===== config.mk =====
export PLATFORM = sky130hd
export DESIGN_NAME = demux32_4way_buffered
export DESIGN_NICKNAME = d
export VERILOG_FILES = /design/src/rtl/demux32_4way_buffered.sv
export SDC_FILE = /design/constraint.sdc
export NUM_CORES = 1
export LEC_CHECK = 0
export CORE_UTILIZATION = 49
export DETAILED_ROUTE_END_ITERATION = 7
export PLACE_DENSITY = 0.81
export SETUP_SLACK_MARGIN = 0.15
export SYNTH_ARGS = -nofsm -noshare
export SYNTH_HDL_FRONTEND = slang
export SYNTH_SLANG_ARGS = --single-unit

===== constraint.sdc =====
create_clock -name clk -period 1.7 [get_ports clk]
set_input_delay 0.17 -clock clk [delete_from_list [all_inputs] [get_ports clk]]
set_output_delay 0.17 -clock clk [all_outputs]
set_load 0.005 [all_outputs]

===== src/rtl/demux32_4way_buffered.sv =====
// 1-to-4 buffered demultiplexer: steers a valid/ready word stream into four per-channel FIFOs.
// Optional macro DEMUX_BCAST_EN adds in_bcast, which writes a word into all four FIFOs at once.
module demux32_4way_buffered #(
    parameter int WIDTH = 32,
    parameter int DEPTH = 2
) (
    input  logic                                clk,
    input  logic                                reset,
    input  logic                                in_valid,
    output logic                                in_ready,
    input  logic [WIDTH-1:0]                    in_data,
    input  logic [1:0]                          in_select,
`ifdef DEMUX_BCAST_EN
    input  logic                                in_bcast,
`endif
    output logic [3:0]                          out_valid,
    input  logic [3:0]                          out_ready,
    output logic [WIDTH-1:0]                    out_data_a,
    output logic [WIDTH-1:0]                    out_data_b,
    output logic [WIDTH-1:0]                    out_data_c,
    output logic [WIDTH-1:0]                    out_data_d,
    output logic [4*($clog2(DEPTH)+1)-1:0]      occupancy
);
    localparam int PW = $clog2(DEPTH);
    localparam int CW = PW + 1;

    logic [WIDTH-1:0] mem    [4][DEPTH];
    logic [PW-1:0]    rd_ptr [4];
    logic [PW-1:0]    wr_ptr [4];
    logic [CW-1:0]    count  [4];
    logic [3:0]       full;
    logic [3:0]       push;
    logic [3:0]       pop;

    // in_ready depends only on registered counts, so a pop never frees a slot in the same cycle
    always_comb begin
        full      = '0;
        out_valid = '0;
        occupancy = '0;
        for (int unsigned i = 0; i < 4; i++) begin
            full[i]                = (count[i] == CW'(DEPTH));
            out_valid[i]           = (count[i] != '0);
            occupancy[i*CW +: CW]  = count[i];
        end
        pop = out_valid & out_ready;
`ifdef DEMUX_BCAST_EN
        in_ready = in_bcast ? ~|full : ~full[in_select];
`else
        in_ready = ~full[in_select];
`endif
        push = '0;
        if (in_valid && in_ready) begin
`ifdef DEMUX_BCAST_EN
            if (in_bcast) push = '1;
            else          push[in_select] = 1'b1;
`else
            push[in_select] = 1'b1;
`endif
        end
    end

    always_ff @(posedge clk or negedge reset) begin
        if (!reset) begin
            for (int unsigned i = 0; i < 4; i++) begin
                rd_ptr[i] <= '0;
                wr_ptr[i] <= '0;
                count[i]  <= '0;
                for (int unsigned j = 0; j < DEPTH; j++) mem[i][j] <= '0;
            end
        end else begin
            for (int unsigned i = 0; i < 4; i++) begin
                if (push[i]) begin
                    mem[i][wr_ptr[i]] <= in_data;
                    wr_ptr[i]         <= wr_ptr[i] + PW'(1);
                end
                if (pop[i]) rd_ptr[i] <= rd_ptr[i] + PW'(1);
                if (push[i] && !pop[i])      count[i] <= count[i] + CW'(1);
                else if (!push[i] && pop[i]) count[i] <= count[i] - CW'(1);
            end
        end
    end

    // Head words show the slot at rd_ptr even when empty (stale content)
    assign out_data_a = mem[0][rd_ptr[0]];
    assign out_data_b = mem[1][rd_ptr[1]];
    assign out_data_c = mem[2][rd_ptr[2]];
    assign out_data_d = mem[3][rd_ptr[3]];
endmodule

== After elaboration in Yosys (flattened, before gate mapping) ==
Cells that the tools add are included.

* Reductions and logical operators: 30
* Equal/unequal tests: 4
* Bitwise logic cells: 10
* Muxes and demuxes: 37
* $add $sub $neg: 16
* Magnitude comparators: 14

{| class="wikitable"
|+ Operators with widths
! kind !! number
|-
| $mux 32 || 16
|-
| $bwmux 64 || 4
|-
| $demux 32 s1 || 4
|-
| $ge 2x2->1 const B || 8
|-
| $mux 2 || 8
|-
| $not 1->2 || 8
|-
| $reduce_bool 2->1 || 8
|-
| $logic_and 1x1->1 || 14
|-
| $add 1x1->1 const B || 8
|-
| $add 2x1->2 const B || 4
|-
| $eq 2x2->1 const B || 4
|-
| $logic_not 1->1 || 8
|-
| $lt 2x1->1 const B || 4
|-
| $sub 2x1->2 const B || 4
|-
| $and 4x4->4 || 1
|-
| $mux 4 || 1
|-
| $lt 2x3->1 const B || 1
|-
| $bmux 1 s2 || 1
|-
| $demux 1 s2 || 1
|-
| $ge 2x1->1 const B || 1
|-
| $mux 1 || 2
|-
| $not 1->1 || 1
|}

* Word-level logic and storage cells: 131
* Input port bits: 41
* Register bits: 272

== Logic depth before layout (Yosys ltp) ==
Gate-level depths: netlist of the first run.

* Word-level depth: 10
* Mapped depth: 7

== Least setup slack after synthesis of the first run ==
No wires, ideal clock.

* Kind: register -> register
* Start: register count (netlist bit occupancy[3])
* End: register mem[161] (netlist bit)
* Setup time: 125 ps
* Clock period less this slack: 1749 ps
* Path buffers: 2
* Required time: 1575 ps
* Stages on the path, launching flop included: 6
* Data arrival time: 1623 ps
* Slack: -49 ps
* Cell sequence: dfrtp_1 nor2b_2 or4_4 buf_6 buf_12 mux2_4

* Longest elaborated chain between the ends: 6

{| class="wikitable"
|+ Ends and longest elaborated chain
! element !! RTL line !! source
|-
| start: declaration || 30 || <nowiki>logic [CW-1:0] count [4];</nowiki>
|-
| start signal: indexed assignment || 77 || <nowiki>if (push[i] && !pop[i]) count[i] <= count[i] + CW'(1);</nowiki>
|-
| start signal: indexed assignment || 78 || <nowiki>else if (!push[i] && pop[i]) count[i] <= count[i] - CW'(1);</nowiki>
|-
| $eq 2x2->1 || 41 || <nowiki>full[i] = (count[i] == CW'(DEPTH));</nowiki>
|-
| $bmux 1 s2 || 49 || <nowiki>in_ready = ~full[in_select];</nowiki>
|-
| $mux 1 (implied by the code) || 49 ||
|-
| $not 1->1 || 49 ||
|-
| $logic_and 1x1->1 || 52 || <nowiki>if (in_valid && in_ready) begin</nowiki>
|-
| $mux 4 || 52 ||
|-
| end signal: indexed assignment || 73 || <nowiki>mem[i][wr_ptr[i]] <= in_data;</nowiki>
|-
| end: declaration || 27 || <nowiki>logic [WIDTH-1:0] mem [4][DEPTH];</nowiki>
|}

No other way between the ends. The select of a mux whose other input is x is not followed.
A chain may end at the register's enable or synchronous reset.

== Final worst setup path of the first run ==
* Start: register rd_ptr[1] (netlist bit)
* End: output port out_data_c[31]

* Longest elaborated chain between the ends: 4

{| class="wikitable"
|+ Ends and longest elaborated chain
! element !! RTL line !! source
|-
| start: declaration || 28 || <nowiki>logic [PW-1:0] rd_ptr [4];</nowiki>
|-
| start signal: indexed assignment || 76 || <nowiki>if (pop[i]) rd_ptr[i] <= rd_ptr[i] + PW'(1);</nowiki>
|-
| $not 1->2 (implied by the code) || 86 || <nowiki>assign out_data_c = mem[2][rd_ptr[2]];</nowiki>
|-
| $mux 32 (implied by the code) (3 in a row) || 86 ||
|-
| end: declaration || 20 || <nowiki>output logic [WIDTH-1:0] out_data_c,</nowiki>
|}

No other way between the ends. The select of a mux whose other input is x is not followed.

==> run_results.csv, run 1 <==
group,metric,value,unit
run_status,status,"complete, but fails checks",
run_status,violations,"setup timing",
die,rows,56,
timing,tightest_slew,0.532,ns
run,cap_violations,0,
placement,gp_routability_congestion,0.728,
timing,hold_ws,0.161,ns
finish,layout_common_cells,"268 x dfrtp_1, 193 x mux2_4, 191 x mux2_2, 141 x buf_6, 50 x buf_12",
finish,drive_gt1_frac,0.695,
critical_path,critPathKind,"reg -> out",
logic_synthesis,netlist_area,12000,um^2
drt,drt-total-wl,40000,um
cts,cts_tree,"done",
finish,area_growth,53.6,%
global_route,grtUsageTotal,0.266,
timing,worst_slack,-0.386,ns
logic_synthesis,synth.distinct_cells,31,
critical_path,cp_max_fo,7,
drt,routed_via_density,5.63,
finish,num-fill-cells,1212,
drt,wl_per_cell,27.6,um
timing,min_period,2.09,ns
cts,clockBufferDepth,3,
timing,setup_viol,225,
logic_synthesis,synth_seq_cells,272,
timing,grt_setup_unrepaired,"true",
power_and_ir_drop,p_per_area,2170,nW/um^2
logic_synthesis,avgSynthCellArea,15.8,um^2
timing,hold_violations,0,
critical_path,crit_arrival,1.92,ns
global_route,grt_overflow,0,
timing,relSlewSlack,0.645,
die,die_y,158,um
drt,drt_iter0_drc,458,
critical_path,critPathLaunchType,"register",
cts,insertion_delay,0.55,ns
logic_synthesis,yosys_warnings,0,
logic_synthesis,yosysSeqAreaShare,0.568,
drt,via_count,8153,
finish,final_net_count,1152,
timing,finalClockSkew,0.0148,ns
die,die_area,25100,um^2
power_and_ir_drop,p_leak,8.74,nW
timing,slew_violations,0,
critical_path,end_kind,"primary output",
placement,portBuffers,181,
drt,drc,0,
timing,fin_setup_tns,-49.57,ns
timing,fmax,0.479,GHz
global_route,grt_max_degree,58,
die,core,23800,um^2
power_and_ir_drop,max-vdd-ir-drop,0.00146,V
timing,fin_crit_sh,1.23,
cts,htree_num_levels,1,
placement,hpwl,18000,um
cts,clockRootBuffer,"clkbuf_16",
min_path,hp-class,"in -> async",
critical_path,cp_data_required_time,1.53,ns
finish,final_common_cell,"dfrtp_1",
cts,cts_inserted_buffers,29,
finish,n_antenna_cell,0,
logic_synthesis,synth_fp_nets,804,
cts,clkTransAtPathRegs,0.06,ns
global_route,grt_pass1_vias,8154,
drt,ant_nets,0,
logic_synthesis,syn_inst,759,
global_route,antenna_found_initial,0,
cts,cts_num_sinks,272,
die,die_w,158,um
drt,drtPass1Iterations,5,
global_route,grt_pass1_wl,49500,um
die,ios,182,
die,start_util,0.504,
-- final timing paths --
kind                       cells past startpoint  slack (ns)             end    startpoint
setup / recovery                               6       -0.39  out_data_c[31]     rd_ptr[1]
hold / removal                                 2        0.16    occupancy[4]         reset
setup reg to reg                               8       -0.23        mem[143]  occupancy[3]
hold reg to reg                                1        0.50        mem[208]      mem[208]
max in group asynchronous                      3        0.88        mem[248]         reset
min in group clk                               3        0.29       rd_ptr[0]  out_ready[3]
-- cell families after synthesis --
kind of cell               after synthesis  share of synthesized area
xor gates and xnor gates                20                     0.0146
adders and majority gates                4                    0.00418
buffers and inverters                   45                     0.0220
DFF                                    272                      0.568
muxes                                  385                      0.372
and+or+nand+nor                         33                     0.0187
-- critical path, stage by stage, from the launching register on --
cell     delay, ns
dfrtp_2       0.41
buf_12        0.14
buf_12        0.13
buf_16        0.14
buf_6         0.12
mux2_4        0.29
buf_6         0.13
-- power by group --
group	internal [W]	switching [W]
clock	0.00402	0.00270
sequential	0.00974	0.00216
combinational	0.0139	0.00735
total	0.0277	0.0122
-- what timing repair did --
item,CTS,global route
gates cloned,16,17
hold buffers,1,0
endpoints found under the hold margin,214,0
pin swaps,2,20
setup buffers,57,32
gates resized for setup,704,204
setup endpoints to repair,296,398
-- layer usage --
layer,track usage,share of wire,up-vias
li1,-,-,3420
met1,0.341,0.40,4316
met2,0.456,0.51,317
met3,0.0569,0.061,100
met4,0.0705,0.034,0
met5,0,0,-
-- through the flow --
step	cell area [um^2]	util	worst slack (ns)	instances	total power [W]
detailed placement	14800	0.622	-0.363	1272	0.0264
global route	18400	0.775	-0.420	1449	0.0415
floorplan	12100	-	-0.0167	759	0.0185
global placement	14800	0.622	-0.337	1272	0.0260
CTS	17100	0.719	-0.389	1400	0.0366
finish	18400	0.775	-0.386	1449	0.0399
-- Yosys cell counts --
library cell	instances	share of area
nor3_1	1	0.00042
nand4b_1	2	0.0015
mux2_1	2	0.0019
buf_6	1	0.00094
buf_4	4	0.0025
and2b_1	1	0.00063
or4_4	1	0.00094
nand2b_1	3	0.0016
xor2_1	12	0.0088
inv_1	1	0.00031
nand2_1	4	0.0013
ha_1	4	0.0042
nor3b_1	1	0.00063
dfrtp_1	272	0.57
nor2b_1	1	0.00052
mux4_1	1	0.0022
or2_2	4	0.0021
nor2_1	6	0.0019
nor4b_4	1	0.0020
nor2b_2	1	0.00073
and3_1	2	0.0010
buf_2	19	0.0079
mux2_4	30	0.038
nor4b_2	1	0.0013
nand2_2	1	0.00052
buf_12	3	0.0050
and4_1	1	0.00073
nand4_1	2	0.0010
xnor2_1	8	0.0058
clkbuf_1	17	0.0053
mux2_2	352	0.33
-- layout make-up --
cell class	count	area, um^2	share of cell area
multi-input combinational	442	5700	0.310
clock inverter	13	176	0.00959
sequential	272	6810	0.370
clock buffer	41	831	0.0452
timing repair buffer	361	4480	0.243
inverter	1	3.75	0.000204
tap	319	399	0.0217
-- flip-flops by register name, indices dropped and copies added, names as in the netlist --
register   flops
mem          256
occupancy      8
rd_ptr         4
wr_ptr         4
Note: power is estimated with default switching activity, not from simulation.
==> inputs of run 2 (changes only) <==
- CORE_UTILIZATION: 49 -> 54
- PLACE_DENSITY: 0.81 -> 0.85
- clock period: 1.7 -> 2.1 ns (I/O delays scaled with it)
==> run 2 against run 1 <==
The run still ends with setup timing left. Utilization down 0.65 points. First-iteration DRC count down 24%. Largest power group unchanged. Worst setup slack better by 0.38 ns. Die area is 9.1% lower. Clock skew up 0.0030 ns. Total power shrank 25%. Register-to-register slack gained 0.47 ns. Hold slack better by 0.073 ns. Combinational power is 28% lower. Highest routed layer unchanged. Critical path depth is the same.
==> run_results.csv, run 2 (synthesis gave the netlist of run 1 again) <==
group,metric,value,unit
cts,cts_num_sinks,272,
die,start_util,0.549,
timing,relSlewSlack,0.591,
die,core,21800,um^2
die,die_area,22800,um^2
critical_path,r2r-start,"occupancy[3]",
critical_path,r2r_setup_slack,0.24,ns
cts,htree_num_levels,1,
critical_path,cp_data_required_time,1.89,ns
drt,met2_length,15700,um
finish,largest-register,"mem",
cts,clockBufferDepth,3,
critical_path,critPathMaxStageDelay,0.42,ns
drt,drc,0,
finish,largest_reg_flops,256,
die,ios,182,
placement,placed_cell_area,14300,um^2
critical_path,slowest_stage,"dfrtp_2",
timing,tightest_slew,0.613,ns
power_and_ir_drop,p_per_area,1790,nW/um^2
drt,wl_met3,1590,um
run,cap_violations,0,
placement,hpwl,16900,um
critical_path,critPathKind,"reg -> out",
drt,via_count,7480,
finish,layout_common_cells,"268 x dfrtp_1, 259 x mux2_2, 127 x buf_6, 123 x mux2_4, 47 x clkdlybuf4s50_1",
power_and_ir_drop,p_leak,7.84,nW
timing,slew_violations,0,
cts,cts_tree,"done",
min_path,hp-class,"in -> async",
global_route,antenna_found_initial,0,
finish,fin_cells,1329,
cts,insertion_delay,0.54,ns
timing,finalClockSkew,0.0178,ns
global_route,grt_pass1_wl,47100,um
finish,final_common_cell,"dfrtp_1",
drt,wl_per_cell,23.7,um
power_and_ir_drop,power,0.0301,W
run_status,status,"complete, but fails checks",
timing,grt_setup_unrepaired,"true",
placement,gp_routability_congestion,0.726,
drt,drt_iter0_drc,347,
drt,drt-total-wl,31400,um
die,die_y,151,um
placement,portBuffers,181,
power_and_ir_drop,seq_power_share,0.315,
critical_path,timing.rr.end,"mem[171]",
finish,post-route-util,0.768,
drt,drtPass1Iterations,4,
power_and_ir_drop,power.clock.fraction,0.174,
power_and_ir_drop,p_sw,0.00886,W
critical_path,path_cells,"buf_6 > buf_12 > buf_16 > buf_12 > mux2_4 > buf_6",
power_and_ir_drop,power.internal,0.0212,W
finish,post-route-cell-area,16800,um^2
drt,met1Wirelength,13200,um
cts,clkTransAtPathRegs,0.06,ns
timing,min_period,2.11,ns
cts,cts_inserted_buffers,29,
power_and_ir_drop,swShare,0.295,
drt,ant_nets,0,
critical_path,startpoint,"rd_ptr[3]",
timing,hold_violations,0,
timing,worst_slack,-0.0112,ns
global_route,grt_max_degree,74,
power_and_ir_drop,max-vdd-ir-drop,0.00111,V
placement,place_inst,1206,
timing,fmax,0.474,GHz
global_route,grtUsageTotal,0.277,
critical_path,cp_max_fo,6,
critical_path,cp-endpoint,"out_data_a[29]",
timing,fin_crit_sh,1.01,
drt,routed_via_density,5.63,
finish,drive_gt1_frac,0.649,
critical_path,end_kind,"primary output",
finish,n_antenna_cell,0,
run_status,violations,"setup timing",
critical_path,critPathLaunchType,"register",
timing,setup_viol,4,
drt,top_layer,"met4",
finish,area_growth,39.9,%
power_and_ir_drop,pwr-share-comb,0.512,
finish,final_net_count,1073,
die,rows,54,
critical_path,crit_arrival,1.90,ns
global_route,grt_overflow,0,
critical_path,reg2reg_depth,5,
cts,clockRootBuffer,"clkbuf_16",
global_route,grt_pass1_vias,7971,
die,die_w,151,um
[run 2: cell types whose count changed in the layout (fill, tap and decap cells not counted), sizes merged]
cell | before | now
dlygate4sd2 | 2 | 3
clkdlybuf4s50 | 38 | 47
buf | 292 | 220
clkbuf | 67 | 50
bufinv | 4 | 3
clkinvlp | 0 | 1
dlymetal6s2s | 2 | 0
[run 2: routing by layer]
| layer | vias to the layer above | track usage |
|---|---|---|
| met2 | 206 | 0.460 |
| met4 | 0 | 0.0925 |
| li1 | 3258 | - |
| met1 | 3953 | 0.365 |
| met5 | - | 0 |
| met3 | 63 | 0.0548 |
[run 2: final cells by class]
cell class | instances | area [um^2]
Clock inverter | 13 | 146
Clock buffer | 39 | 833
Inverter | 1 | 3.75
Timing Repair Buffer | 282 | 3320
Multi-Input combinational cell | 442 | 5300
Fill cell | 1231 | 5060
Sequential cell | 272 | 6810
Tap cell | 280 | 350
[run 2: worst max-delay path, delay by kind of cell (launching register included)]
family,cells,cell delay (ns)
multiplexers,1,0.31
buffers and inverters,5,0.65
flip-flops,1,0.42
[run 2: how the worst min path moves through the flow]
stage / slack (ns) / endpoint / start / cells after the start
detailed placement: 0.22 / occupancy[1] / reset / 1
global placement: 0.21 / occupancy[5] / reset / 1
finish: 0.23 / occupancy[1] / reset / 2
floorplan: -0.09 / mem[0] / reset / 0
global route: 0.27 / occupancy[5] / reset / 2
CTS: 0.25 / occupancy[1] / reset / 2
[run 2: metrics by stage]
stage	hold slack, ns	worst slack [ns]	setup TNS (ns)
5_1_grt	0.274	-0.0558	-1.24
3_3_place_gp	0.215	0.0821	0
2_1_floorplan	-0.0856	0.351	0
3_5_place_dp	0.220	0.0136	0
4_1_cts	0.248	-0.0241	-0.0953
6_report	0.234	-0.0112	-0.0325
[run 2: repair_timing]
item | in CTS | in global routing
hold buffers | 1 | 0
buffers inserted | 54 | 7
gates cloned | 7 | 2
endpoints found under the setup margin | 132 | 128
resized for setup | 668 | 86
hold endpoints to repair | 66 | 0
[run 2: power groups by stage]
stage               Combinational, W  Clock [W]  Sequential [W]
CTS                           0.0141    0.00525         0.00931
global route                  0.0162    0.00550         0.00976
global placement              0.0112          0         0.00913
detailed placement            0.0114          0         0.00930
floorplan                    0.00597          0         0.00883
finish                        0.0154    0.00522         0.00946
